File: src/rtl/conv_win_seq.sv
// conv_win_seq: loads a ROW x COL map into external RAM, then streams
// every KxK window tap, row-major, through a 2-entry output FIFO.
module conv_win_seq #(
  parameter int ROW = 8,
  parameter int COL = 8,
  parameter int K   = 3
) (
  input  logic               clk,
  input  logic               rst_n,
  input  logic               start,
  input  logic               load_valid,
  input  logic [15:0]        load_data,
  output logic               load_ready,
  output logic               mem_we,
  output logic [15:0]        mem_data_in,
  output logic [15:0]        mem_addr_write,
  output logic [15:0]        mem_addr_read,
  input  logic [15:0]        mem_data_out,
  output logic               out_valid,
  input  logic               out_ready,
  output logic signed [15:0] out_data,
  output logic               out_last_tap,
  output logic               out_last_win,
  output logic               busy,
  output logic               done
);

  localparam logic [7:0] RLST = 8'(ROW - 1);
  localparam logic [7:0] CLST = 8'(COL - 1);
  localparam logic [7:0] KLST = 8'(K - 1);
  localparam logic [7:0] RWIN = 8'(ROW - K);
  localparam logic [7:0] CWIN = 8'(COL - K);

  typedef enum logic [1:0] {
    IDLE,
    LOAD,
    SCAN,
    FIN
  } state_t;

  typedef struct packed {
    logic [15:0] d;
    logic        lt;
    logic        lw;
  } ent_t;

  state_t     st_q, st_d;
  logic [7:0] lr_q, lr_d, lc_q, lc_d;
  logic [7:0] r0_q, r0_d, c0_q, c0_d;
  logic [7:0] kr_q, kr_d, kc_q, kc_d;
  logic       all_q, all_d;
  logic [1:0] occ_q, occ_d;
  logic       inf_q, inf_d;
  logic       ilt_q, ilt_d, ilw_q, ilw_d;
  ent_t       e0_q, e0_d, e1_q, e1_d;
  logic       busy_q, done_q, rdy_q;

  logic       acc, pop, push, room, issue;
  logic [1:0] widx;
  logic [7:0] rd_r, rd_c;
  ent_t       nw;

  assign out_valid = (occ_q != 2'd0);
  assign acc       = load_valid && rdy_q;
  assign pop       = out_valid && out_ready;
  assign push      = inf_q;
  // a read may go out only if its data is sure to find a free slot
  assign room      = ({1'b0, occ_q} + {2'b0, inf_q})
                   < (3'd2 + {2'b0, pop});
  assign issue     = (st_q == SCAN) && !all_q && room;
  assign rd_r      = r0_q + kr_q;
  assign rd_c      = c0_q + kc_q;
  assign widx      = occ_q - {1'b0, pop};
  assign nw        = '{d: mem_data_out, lt: ilt_q, lw: ilw_q};

  always_comb begin
    st_d  = st_q;
    lr_d  = lr_q;
    lc_d  = lc_q;
    r0_d  = r0_q;
    c0_d  = c0_q;
    kr_d  = kr_q;
    kc_d  = kc_q;
    all_d = all_q;
    unique case (st_q)
      IDLE: begin
        if (start) begin
          st_d = LOAD;
          lr_d = '0;
          lc_d = '0;
        end
      end
      LOAD: begin
        if (acc) begin
          if (lc_q == CLST) begin
            lc_d = '0;
            lr_d = lr_q + 8'd1;
          end else begin
            lc_d = lc_q + 8'd1;
          end
          if (lr_q == RLST && lc_q == CLST) begin
            st_d  = SCAN;
            lr_d  = '0;
            r0_d  = '0;
            c0_d  = '0;
            kr_d  = '0;
            kc_d  = '0;
            all_d = 1'b0;
          end
        end
      end
      SCAN: begin
        if (issue) begin
          if (kc_q != KLST) begin
            kc_d = kc_q + 8'd1;
          end else begin
            kc_d = '0;
            if (kr_q != KLST) begin
              kr_d = kr_q + 8'd1;
            end else begin
              kr_d = '0;
              if (c0_q != CWIN) begin
                c0_d = c0_q + 8'd1;
              end else begin
                c0_d = '0;
                if (r0_q != RWIN) r0_d = r0_q + 8'd1;
                else all_d = 1'b1;
              end
            end
          end
        end
        if (pop && e0_q.lt && e0_q.lw) st_d = FIN;
      end
      FIN: st_d = IDLE;
      default: st_d = IDLE;
    endcase
  end

  always_comb begin
    inf_d = issue;
    ilt_d = (kr_q == KLST) && (kc_q == KLST);
    ilw_d = (r0_q == RWIN) && (c0_q == CWIN);
    occ_d = occ_q + {1'b0, push} - {1'b0, pop};
    e0_d  = e0_q;
    e1_d  = e1_q;
    if (pop) e0_d = e1_q;
    if (push) begin
      if (widx == 2'd0) e0_d = nw;
      else e1_d = nw;
    end
  end

  always_ff @(posedge clk) begin
    if (!rst_n) begin
      st_q   <= IDLE;
      lr_q   <= '0;
      lc_q   <= '0;
      r0_q   <= '0;
      c0_q   <= '0;
      kr_q   <= '0;
      kc_q   <= '0;
      all_q  <= 1'b0;
      occ_q  <= '0;
      inf_q  <= 1'b0;
      ilt_q  <= 1'b0;
      ilw_q  <= 1'b0;
      e0_q   <= '0;
      e1_q   <= '0;
      busy_q <= 1'b0;
      done_q <= 1'b0;
      rdy_q  <= 1'b0;
    end else begin
      st_q   <= st_d;
      lr_q   <= lr_d;
      lc_q   <= lc_d;
      r0_q   <= r0_d;
      c0_q   <= c0_d;
      kr_q   <= kr_d;
      kc_q   <= kc_d;
      all_q  <= all_d;
      occ_q  <= occ_d;
      inf_q  <= inf_d;
      ilt_q  <= ilt_d;
      ilw_q  <= ilw_d;
      e0_q   <= e0_d;
      e1_q   <= e1_d;
      busy_q <= (st_d == LOAD) || (st_d == SCAN);
      done_q <= (st_d == FIN);
      rdy_q  <= (st_d == LOAD);
    end
  end

  assign busy           = busy_q;
  assign done           = done_q;
  assign load_ready     = rdy_q;
  assign mem_we         = acc;
  assign mem_data_in    = acc ? load_data : '0;
  assign mem_addr_write = acc ? {lr_q, lc_q} : '0;
  assign mem_addr_read  = issue ? {rd_r, rd_c} : '0;
  assign out_data       = out_valid ? $signed(e0_q.d) : '0;
  assign out_last_tap   = out_valid && e0_q.lt;
  assign out_last_win   = out_valid && e0_q.lw;

endmodule
File: config.mk
export PLATFORM = sky130hd
export DESIGN_NAME = conv_win_seq
export DESIGN_NICKNAME = d
export VERILOG_FILES = /design/src/rtl/conv_win_seq.sv
export SDC_FILE = /design/constraint.sdc
export NUM_CORES = 1
export LEC_CHECK = 0
export CELL_PAD_IN_SITES_DETAIL_PLACEMENT = 1
export CELL_PAD_IN_SITES_GLOBAL_PLACEMENT = 1
export CORE_UTILIZATION = 39
export CTS_CLUSTER_DIAMETER = 40
export CTS_CLUSTER_SIZE = 28
export DETAILED_ROUTE_END_ITERATION = 8
export PLACE_DENSITY_LB_ADDON = 0.1
export SLEW_MARGIN = 20
export SYNTH_ARGS = -nofsm -noshare
export SYNTH_HDL_FRONTEND = slang
export SYNTH_SLANG_ARGS = --single-unit
File: constraint.sdc
create_clock -name clk -period 3.36 [get_ports clk]
set_clock_uncertainty 0.15 [all_clocks]
set_input_delay 0.84 -clock clk [delete_from_list [all_inputs] [get_ports clk]]
set_output_delay 0.84 -clock clk [all_outputs]
set_load 0.02 [all_outputs]
==> impl_results.md <==
- Critical path capture point type: output port
- Crit path capture: mem_addr_write[12]
- Cell row count: 42
- Critical path, cell by cell: clkdlybuf4s50_1 -> buf_4 -> and3_1 -> clkdlybuf4s50_1
- Antenna diode count: 0
- Sequential cell area fraction in the yosys report: 34.7%
- Period Utilization, post-route: a little over nine tenths
- Setup Viol. Count Final: 0
- Main synth FF type: dfxtp_1
- Total Routing Usage GR: between 20% and 30%
- Vias: 5328
- Cell Area, Synth: 5480 um2
- Post-CTS Hold Buffers: 0
- CP Launch Type: input port
- DRT antenna net count: 0
- Leak: 0.00303 uW
- Initial antenna violation count: 0
- CTS Buf Count: 9
- Setup CP Type: input port to output port
- Number of flops mapped to enable cells by yosys: 0
- Setup_tns: 0 ns
- Number of I/O pins: 108
- Largest cells by area after synthesis: dfxtp_1, ha_1, nor2_1, and3_1, nand2_1
- 1st-iter DRT viols: 335
- Area leader, netlist: dfxtp_1
- Total Nets Final: roughly 870
- Critical path fanouts, max: 21
- Syn Area/Cell: 8.15 um2
- Top-count cell post-synth: nor2_1
- Worst-Skew Late Latency: approximately 0.35 ns
- Ys async rst share: 0%
- Longest Clk Path Bufs: 2
- Reg2reg end: r0_q[6]$_SDFFE_PN0P_
- Worst-Margin Slew: between 0.7 and 0.8 ns
- Post-DP Area: between 6000 and 7000 um2
- Core footprint: 13500 um2
- Slew Viols, Final: 0
- Post-synth cell types: 60
- CP startpoint: load_valid
- Post-synthesis cell count: 672
- Clock Sinks: 95
- Post-route DRC: 0
- Post-route cell area: about 7300 um2
- Overflow after GRT: 0
- Slowest Stage Delay on Critical Path: 0.61 ns
- Max_cap viols: 0
- DR WL/cell: ~17 um
- Final period demand of the worst path: between 3 and 4 ns
- FMAX: 303 MHz
- Yosys reg bits: 95
- Via-to-Cell Ratio: around 5.4
- Min-delay worst type: flop to flop
- Total number of yosys warnings: 0
- Hold Fails Final Rpt: 0
- Vias in the first global route: 5399
- Largest net degree at the start of global routing: 60
- Die Span Y: around 120 um
- Area growth syn-to-layout: 32.9%
- TritonRoute pass-1 iters: 4
- WP data required: about 2.4 ns
- Cell repeated most along the worst path: clkdlybuf4s50_1
- TritonCTS clock tree: yes
- Power per cell area: 360 nW/um2
- Starting Density: approximately 41%
- Post-synth top area share: between 30% and 40%
- Die X: 121 um
- Worst Reg-to-Reg Cells: 8
- Worst R2R Setup Slack: 0.44 ns
- Post-synth top cells: nor2_1, dfxtp_1, nand2_1
- Hold Crit Start: e1_q[17]$_SDFFE_PN0P_
- Root Buffer: clkbuf_16
- Detailed Route WL: approximately 16000 um
- Final Wtd Congestion: between 0.7 and 0.8
- Count of input and output buffers: about 110
- Crit-path slowest cell: clkdlybuf4s50_1
- Die Area: ~15000 um2
- Post-DP HPWL: 11900 um
- CTS clk-pin slew, worst paths: about 0.08 ns
- Worst r2r src: c0_q[0]$_SDFFE_PN0P_
- Mapped Nets: 740
- H-tree Lvls: 3
- Max rail drop VDD: 298 uV
- First-pass GRT wire length: roughly 26000 um
- Worst slew margin: slightly below 50%
- Share of layout cells above drive strength 1: about an eighth
- Hold Path Stages: 2
- Status: finished, final reports clean
- WP data arrival: between 2 and 2.5 ns
[sequential cells by signal (all words and copies together), names as in the netlist, 2 cells and up]
| name | flops |
|---|---|
| kr_q | 8 |
| e0_q | 18 |
| e1_q | 18 |
| kc_q | 8 |
| lr_q | 8 |
| occ_q | 2 |
| st_q | 2 |
| c0_q | 8 |
| r0_q | 8 |
| lc_q | 8 |
[worst min-delay path by stage]
stage / endpoint
final: e0_q[17]$_SDFF_PN0_
after global routing: e0_q[11]$_SDFF_PN0_
after CTS: e0_q[17]$_SDFF_PN0_
after detailed placement: e0_q[11]$_SDFF_PN0_
after global placement: e0_q[17]$_SDFF_PN0_
after floorplan: lc_q[1]$_SDFFE_PN0P_
[worst max-delay path: cells and delay by family]
family | cells | cell delay, ns
buffers and inverters | 3 | 1.30
AND/OR/NAND/NOR | 1 | 0.18
[power breakdown]
group	internal [uW]	switching, uW	leakage [uW]	total (uW)
clock network	605	503	0.000159	1110
registers	1140	18.8	0.000766	1160
logic	135	223	0.00210	359
[cell usage in the layout, fill, tap and decap left out, types with 7 or more instances in the layout]
cell             count
a21oi_1             42
a311oi_1            18
and2_1              14
and3_1              44
buf_4               48
clkbuf_16            9
clkdlybuf4s50_1     89
dfxtp_1             94
ha_1                29
inv_1               12
mux2i_1             24
nand2_1             72
nand2b_1             7
nand3_1             19
nor2_1              89
nor2b_1             21
o21ai_0             20
or3_1               11
xnor2_1             10
xor2_1              15
[kinds of logic (layout without fill, tap and decap cells)]
kind of cell,count (synthesis),after routing,share of synthesized area (%)
simple gates,336,336,31.8
mux,24,24,4.38
xor+xnor,25,25,4.00
fa+ha+maj,31,31,7.35
compound gates,115,115,13.9
flops,95,95,34.7
buf+inv,46,177,3.93
[layout make-up]
class	count	area (um2)
Timing Repair Buffer	147	1360
Fill cell	1643	6170
Inverter	14	52.6
Sequential cell	95	1900
Clock inverter	7	97.6
Multi-Input combinational cell	531	3420
Tap cell	176	220
Clock buffer	9	225
[stage by stage]
step           util (%)  hold slack, ns  std cells  power (uW)  setup slack [ns]
2_1_floorplan         -           0.303        672        1360             0.438
3_3_place_gp       51.3           0.307        961        1530            -0.493
3_5_place_dp       51.3           0.323        961        1540            -0.619
4_1_cts            53.4           0.330        978        2660           -0.0135
5_1_grt            54.1           0.346        979        2720           -0.0121
6_report           54.1           0.326        979        2620            0.0547
[layer usage]
metal	GRT usage, %	part of all wire, %
met3	3.40	2.8
met4	6.17	1.1
met5	0	0
met2	41.0	52
met1	27.2	44
[repair_timing]
action,CTS,global route
setup buffers,1,1
pin swaps,1,1
setup endpoints to repair,16,17
resized for setup,60,27
Power figures use the tool's default switching activity.
